$ cat src/rtl/cache_arbiter.sv
// Shares one AXI4-Lite cache port between instruction fetch (read-only) and the memory stage.
// One transaction in flight, round-robin read arbitration, response watchdog with SLVERR fallback.
module cache_arbiter #(
  parameter int ADDR_W    = 32,
  parameter int DATA_W    = 32,
  parameter int TIMEOUT   = 256,
  parameter int CNT_WIDTH = 16
) (
  input  logic              aclk,
  input  logic              aresetn,
  // fetch requester
  input  logic              instr_arvalid,
  output logic              instr_arready,
  input  logic [ADDR_W-1:0] instr_araddr,
  input  logic [2:0]        instr_arprot,
  output logic              instr_rvalid,
  input  logic              instr_rready,
  output logic [DATA_W-1:0] instr_rdata,
  output logic [1:0]        instr_rresp,
  output logic              instr_awready,
  output logic              instr_wready,
  output logic              instr_bvalid,
  // memory-stage requester
  input  logic              data_arvalid,
  output logic              data_arready,
  input  logic [ADDR_W-1:0] data_araddr,
  input  logic [2:0]        data_arprot,
  output logic              data_rvalid,
  input  logic              data_rready,
  output logic [DATA_W-1:0] data_rdata,
  output logic [1:0]        data_rresp,
  input  logic              data_awvalid,
  output logic              data_awready,
  input  logic [ADDR_W-1:0] data_awaddr,
  input  logic [2:0]        data_awprot,
  input  logic              data_wvalid,
  output logic              data_wready,
  input  logic [DATA_W-1:0] data_wdata,
  input  logic [DATA_W/8-1:0] data_wstrb,
  output logic              data_bvalid,
  input  logic              data_bready,
  output logic [1:0]        data_bresp,
  // shared cache port
  output logic              cache_arvalid,
  input  logic              cache_arready,
  output logic [ADDR_W-1:0] cache_araddr,
  output logic [2:0]        cache_arprot,
  input  logic              cache_rvalid,
  output logic              cache_rready,
  input  logic [DATA_W-1:0] cache_rdata,
  input  logic [1:0]        cache_rresp,
  output logic              cache_awvalid,
  input  logic              cache_awready,
  output logic [ADDR_W-1:0] cache_awaddr,
  output logic [2:0]        cache_awprot,
  output logic              cache_wvalid,
  input  logic              cache_wready,
  output logic [DATA_W-1:0] cache_wdata,
  output logic [DATA_W/8-1:0] cache_wstrb,
  input  logic              cache_bvalid,
  output logic              cache_bready,
  input  logic [1:0]        cache_bresp
);

  typedef enum logic [1:0] {IDLE = 2'd0, READ = 2'd1, WRITE = 2'd2, DRAIN = 2'd3} state_t;

  localparam bit WD_EN = (TIMEOUT != 0);
  localparam logic [CNT_WIDTH-1:0] CNT_LAST = (TIMEOUT == 0) ? '0 : CNT_WIDTH'(TIMEOUT - 1);
  localparam logic [1:0] SLVERR = 2'b10;

  state_t               state, state_nxt;
  logic                 owner, owner_nxt;
  logic                 last, last_nxt;
  logic                 ar_done, ar_done_nxt;
  logic                 aw_done, aw_done_nxt;
  logic                 w_done, w_done_nxt;
  logic                 err, err_nxt;
  logic [CNT_WIDTH-1:0] cnt, cnt_nxt;

  logic                 own_arvalid, own_rready;
  logic                 ar_fire, aw_fire, w_fire;
  logic                 r_valid;
  logic [DATA_W-1:0]    r_data;
  logic [1:0]           r_resp;

  assign own_arvalid   = owner ? data_arvalid : instr_arvalid;
  assign own_rready    = owner ? data_rready  : instr_rready;
  assign cache_araddr  = owner ? data_araddr  : instr_araddr;
  assign cache_arprot  = owner ? data_arprot  : instr_arprot;
  assign cache_awaddr  = data_awaddr;
  assign cache_awprot  = data_awprot;
  assign cache_wdata   = data_wdata;
  assign cache_wstrb   = data_wstrb;
  assign instr_awready = 1'b0;
  assign instr_wready  = 1'b0;
  assign instr_bvalid  = 1'b0;

  always_ff @(posedge aclk) begin
    if (!aresetn) begin
      state   <= IDLE;
      owner   <= 1'b0;
      last    <= 1'b1;
      ar_done <= 1'b0;
      aw_done <= 1'b0;
      w_done  <= 1'b0;
      err     <= 1'b0;
      cnt     <= '0;
    end else begin
      state   <= state_nxt;
      owner   <= owner_nxt;
      last    <= last_nxt;
      ar_done <= ar_done_nxt;
      aw_done <= aw_done_nxt;
      w_done  <= w_done_nxt;
      err     <= err_nxt;
      cnt     <= cnt_nxt;
    end
  end

  always_comb begin
    state_nxt     = state;
    owner_nxt     = owner;
    last_nxt      = last;
    ar_done_nxt   = ar_done;
    aw_done_nxt   = aw_done;
    w_done_nxt    = w_done;
    err_nxt       = err;
    cnt_nxt       = cnt;
    cache_arvalid = 1'b0;
    cache_rready  = 1'b0;
    cache_awvalid = 1'b0;
    cache_wvalid  = 1'b0;
    cache_bready  = 1'b0;
    instr_arready = 1'b0;
    data_arready  = 1'b0;
    data_awready  = 1'b0;
    data_wready   = 1'b0;
    data_bvalid   = 1'b0;
    data_bresp    = cache_bresp;
    r_valid       = 1'b0;
    r_data        = cache_rdata;
    r_resp        = cache_rresp;
    ar_fire       = 1'b0;
    aw_fire       = 1'b0;
    w_fire        = 1'b0;

    unique case (state)
      IDLE: begin
        // reads beat writes; contended reads go to the port that did not win last
        if (instr_arvalid && data_arvalid) begin
          state_nxt = READ;
          owner_nxt = ~last;
        end else if (instr_arvalid) begin
          state_nxt = READ;
          owner_nxt = 1'b0;
        end else if (data_arvalid) begin
          state_nxt = READ;
          owner_nxt = 1'b1;
        end else if (data_awvalid && data_wvalid) begin
          state_nxt = WRITE;
          owner_nxt = 1'b1;
        end
      end

      READ: begin
        cache_arvalid = own_arvalid & ~ar_done;
        instr_arready = ~owner & cache_arready & ~ar_done;
        data_arready  = owner & cache_arready & ~ar_done;
        ar_fire       = cache_arvalid & cache_arready;
        if (ar_fire) begin
          ar_done_nxt = 1'b1;
          cnt_nxt     = '0;
        end
        if (err) begin
          r_valid = 1'b1;
          r_data  = '0;
          r_resp  = SLVERR;
          if (own_rready) begin
            state_nxt   = DRAIN;
            last_nxt    = owner;
            ar_done_nxt = 1'b0;
            err_nxt     = 1'b0;
            cnt_nxt     = '0;
          end
        end else if (ar_done) begin
          r_valid      = cache_rvalid;
          cache_rready = own_rready;
          if (cache_rvalid && own_rready) begin
            state_nxt   = IDLE;
            last_nxt    = owner;
            ar_done_nxt = 1'b0;
            cnt_nxt     = '0;
          end else if (WD_EN) begin
            if (cnt == CNT_LAST) err_nxt = 1'b1;
            else                 cnt_nxt = cnt + 1'b1;
          end
        end
      end

      WRITE: begin
        cache_awvalid = data_awvalid & ~aw_done;
        data_awready  = cache_awready & ~aw_done;
        cache_wvalid  = data_wvalid & ~w_done;
        data_wready   = cache_wready & ~w_done;
        aw_fire       = cache_awvalid & cache_awready;
        w_fire        = cache_wvalid & cache_wready;
        if (aw_fire) aw_done_nxt = 1'b1;
        if (w_fire)  w_done_nxt  = 1'b1;
        if (!(aw_done && w_done) && (aw_done || aw_fire) && (w_done || w_fire))
          cnt_nxt = '0;
        if (err) begin
          data_bvalid = 1'b1;
          data_bresp  = SLVERR;
          if (data_bready) begin
            state_nxt   = DRAIN;
            aw_done_nxt = 1'b0;
            w_done_nxt  = 1'b0;
            err_nxt     = 1'b0;
            cnt_nxt     = '0;
          end
        end else if (aw_done && w_done) begin
          data_bvalid  = cache_bvalid;
          cache_bready = data_bready;
          if (cache_bvalid && data_bready) begin
            state_nxt   = IDLE;
            aw_done_nxt = 1'b0;
            w_done_nxt  = 1'b0;
            cnt_nxt     = '0;
          end else if (WD_EN) begin
            if (cnt == CNT_LAST) err_nxt = 1'b1;
            else                 cnt_nxt = cnt + 1'b1;
          end
        end
      end

      DRAIN: begin
        // swallow the late response of the timed-out transaction
        cache_rready = 1'b1;
        cache_bready = 1'b1;
        if (cache_rvalid || cache_bvalid) state_nxt = IDLE;
      end

      default: state_nxt = IDLE;
    endcase

    instr_rvalid = r_valid & ~owner;
    data_rvalid  = r_valid & owner;
    instr_rdata  = r_data;
    data_rdata   = r_data;
    instr_rresp  = r_resp;
    data_rresp   = r_resp;
  end

endmodule

$ cat config.mk
export PLATFORM = sky130hd
export DESIGN_NAME = cache_arbiter
export DESIGN_NICKNAME = d
export VERILOG_FILES = /design/src/rtl/cache_arbiter.sv
export SDC_FILE = /design/constraint.sdc
export NUM_CORES = 1
export LEC_CHECK = 0
export CORE_AREA = 5 5 147 149
export CTS_BUF_LIST = sky130_fd_sc_hd__clkbuf_8
export DETAILED_ROUTE_END_ITERATION = 10
export DIE_AREA = 0 0 152 154
export SLEW_MARGIN = 20
export SYNTH_ARGS = -nofsm -noshare
export SYNTH_HDL_FRONTEND = slang
export SYNTH_SLANG_ARGS = --single-unit
$ cat constraint.sdc
create_clock -name aclk -period 4.7 [get_ports aclk]
set_clock_uncertainty 0.1 [all_clocks]
set_input_delay 0.705 -clock aclk [delete_from_list [all_inputs] [get_ports aclk]]
set_output_delay 0.705 -clock aclk [all_outputs]
set_load 0.05 [all_outputs]
==> results.json <==
{
  "path_max_fanout": 25,
  "slew-limit-headroom_pct": 45.2,
  "synth_top_area_share_pct": 20.8,
  "postCtsHoldBufs": 0,
  "cts_root_buf": "clkbuf_8",
  "synth.cell_area_sq_mm": 0.00394,
  "avgViaCountPerCell": 4.79,
  "finalSetupViolCount": 0,
  "grt_max_degree": 26,
  "grt_overflow": 0,
  "synth_edf_count": 0,
  "n_antenna_cell": 0,
  "worstSetupEndpointType": "primary output",
  "final_area_sq_mm": 0.00576,
  "synth.most_common_cell": "buf_4",
  "dieArea_sq_mm": 0.0234,
  "cts_tree": "done",
  "clk_pin_slew_ns": 0.11,
  "cts_buffer_depth": 2,
  "gp_congestion": 0.886,
  "hold_viol_final": 0,
  "antenna_found_initial": 1,
  "hpwl_um": 14500,
  "cts_max_level": 1,
  "port-buffer-count": 236,
  "antenna_left": 0,
  "cp-start-kind": "flip-flop",
  "synth-seq-area-share_pct": 12.2,
  "grt_usage_pct": 14.1,
  "synthArstFlopShare_pct": 0,
  "synth_common_cells": "buf_4, and2_1, nand2_1, mux2_2, o21ai_0",
  "vdd_drop_max_mv": 0.292,
  "synthTopCellsByArea": "buf_4, dfxtp_1, mux2_2, and2_1, o21ai_0",
  "p_int_w": 0.000913,
  "hold_class": "flip-flop to flip-flop",
  "nFillCells": 2216,
  "synth_ff_type": "dfxtp_1",
  "coreArea_sq_mm": 0.0200,
  "p_leak_nw": 2.04,
  "drv_slew": 0,
  "required_ns": 3.89,
  "syn_to_final_growth_pct": 46.3,
  "clk_latency_ns": 0.29,
  "worst_pin_slew_ns": 0.822,
  "row_count": 52,
  "ys.warnings.count": 0,
  "ys_ff_latch": 24,
  "drt_iter0_drc": 393,
  "clkSinkCount": 24,
  "crit_arrival_ns": 2.97,
  "start_util_pct": 19.7,
  "grt_pass1_vias": 4153,
  "final_cells": 911,
  "drt_wl_total_um": 17800,
  "dpl_cell_area_sq_mm": 0.00571,
  "yosys.area.top_type": "buf_4",
  "first_pass_iters": 5,
  "p_per_area_mw_per_mm2": 372,
  "post-route-min-period_ns": 3.78,
  "cts_setup_buffers": 0,
  "syn_inst": 536,
  "outcome": "complete, no violations",
  "critPathKind": "flip-flop to primary output",
  "seq_power_share_pct": 14.8,
  "synth.avg_cell_area_sq_um": 7.35,
  "p_sw_share_pct": 57.5,
  "p_comb_share_pct": 77.5,
  "drive_above_1_share_pct": 9.36,
  "switchingPower_w": 0.00123,
  "period_share_pct": 80.4,
  "ys_types": 70,
  "die_w_um": 152,
  "routedWlPerCell_um": 19.6,
  "cts_buffers": 3,
  "dp_cells": 907,
  "clkPwrFrac_pct": 7.7,
  "grt_setup_unrepaired": "false",
  "die_h_um": 154,
  "final_nets": 839,
  "finalSetupTns_ns": 0,
  "vias": 4367,
  "timing.fmax_mhz": 265,
  "io_pins": 382,
  "cap_violations": 0,
  "cts-resized-gates": 0,
  "grt_pass1_wl_um": 26100,
  "route.detailed.drc": 0
}
==> power groups by stage <==
stage               Sequential (W)  Clock (W)  Combinational (W)
global route              0.000325   0.000174            0.00175
finish                    0.000318   0.000165            0.00166
CTS                       0.000316   0.000165            0.00166
detailed placement        0.000321          0            0.00165
floorplan                 0.000255          0            0.00135
global placement          0.000320          0            0.00166
==> final timing paths <==
check             cells past startpoint  slack (ns)                   from                    end
setup / recovery                      4        0.92       err$_SDFFE_PN0N_        instr_rdata[22]
hold / removal                        2        0.46  state[1]$_SDFFE_PN0P_  state[1]$_SDFFE_PN0P_
hold reg to reg                       2        0.46  state[1]$_SDFFE_PN0P_  state[1]$_SDFFE_PN0P_
setup reg to reg                      6        2.07       err$_SDFFE_PN0N_  state[0]$_SDFFE_PN0P_
==> kinds of logic (layout without fill, tap and decap cells) <==
group	after synthesis	in the layout	synth area share (%)
and+or+nand+nor	178	178	24.7
buffers and inverters	152	255	25.7
AOI/OAI and AO/OA	137	137	24.4
muxes	38	38	11.0
DFF	24	24	12.2
adders and majority gates	6	6	1.91
other	1	3	0.0952
==> per-stage QoR <==
| step | power [W] | setup slack (ns) | hold WS [ns] | util, % |
|---|---|---|---|---|
| CTS | 0.00214 | 0.909 | 0.450 | 28.8 |
| detailed placement | 0.00197 | 1.19 | 0.436 | 28.5 |
| global placement | 0.00198 | 1.19 | 0.434 | 28.5 |
| global route | 0.00224 | 0.706 | 0.470 | 28.8 |
| finish | 0.00215 | 0.920 | 0.459 | 28.8 |
| floorplan | 0.00161 | 1.46 | 0.395 | - |
==> cell type report <==
cell class                      count  area [sq um]  share of cell area, %
Timing Repair Buffer              240          2390                   41.5
Tap cell                          270           338                   5.86
Inverter                           11          41.3                  0.716
Multi-Input combinational cell    362          2450                   42.6
Clock buffer                        4          55.1                  0.955
Sequential cell                    24           482                   8.36
==> cell usage in the layout, fill, tap and decap left out, drive strengths merged, types with 4 or more instances in the layout <==
cell	netlist	layout
buf	127	4
nand3	12	12
a21oi	20	20
inv	10	10
nand4	7	7
a22oi	6	6
nor4	6	6
a21boi	5	5
mux2	37	37
nor3b	5	5
clkdlybuf4s50	0	236
nor3	12	12
o31ai	7	7
a31oi	8	8
nand2b	4	4
and3	9	9
and2	40	40
dfxtp	24	24
and4	5	5
clkbuf	14	4
nor2	28	28
nor2b	5	5
o21ai	37	37
a21o	9	9
o211ai	5	5
nand2	38	38
a211oi	6	6
ha	6	6
==> registers in the layout (all words and copies together), names as in the netlist <==
signal   flops
owner        1
aw_done      1
state        2
w_done       1
ar_done      1
err          1
last         1
cnt         16
==> layer usage <==
metal  up-vias  GRT usage, %  wire, um  share of wire, %
li1       2034             -         -                 -
met1      2016          18.6      7770                44
met2       268          22.1      7750                43
met3        47          3.51      1680               9.4
met4         2          5.74       635               3.6
met5         -             0        13             0.073
==> critical path, stage by stage (launching register included) <==
cell             delay [ns]
dfxtp_1                0.82
nand2_1                0.61
buf_4                  0.35
and2_1                 0.18
clkdlybuf4s50_1        0.71
(Power assumes the default switching activity.)
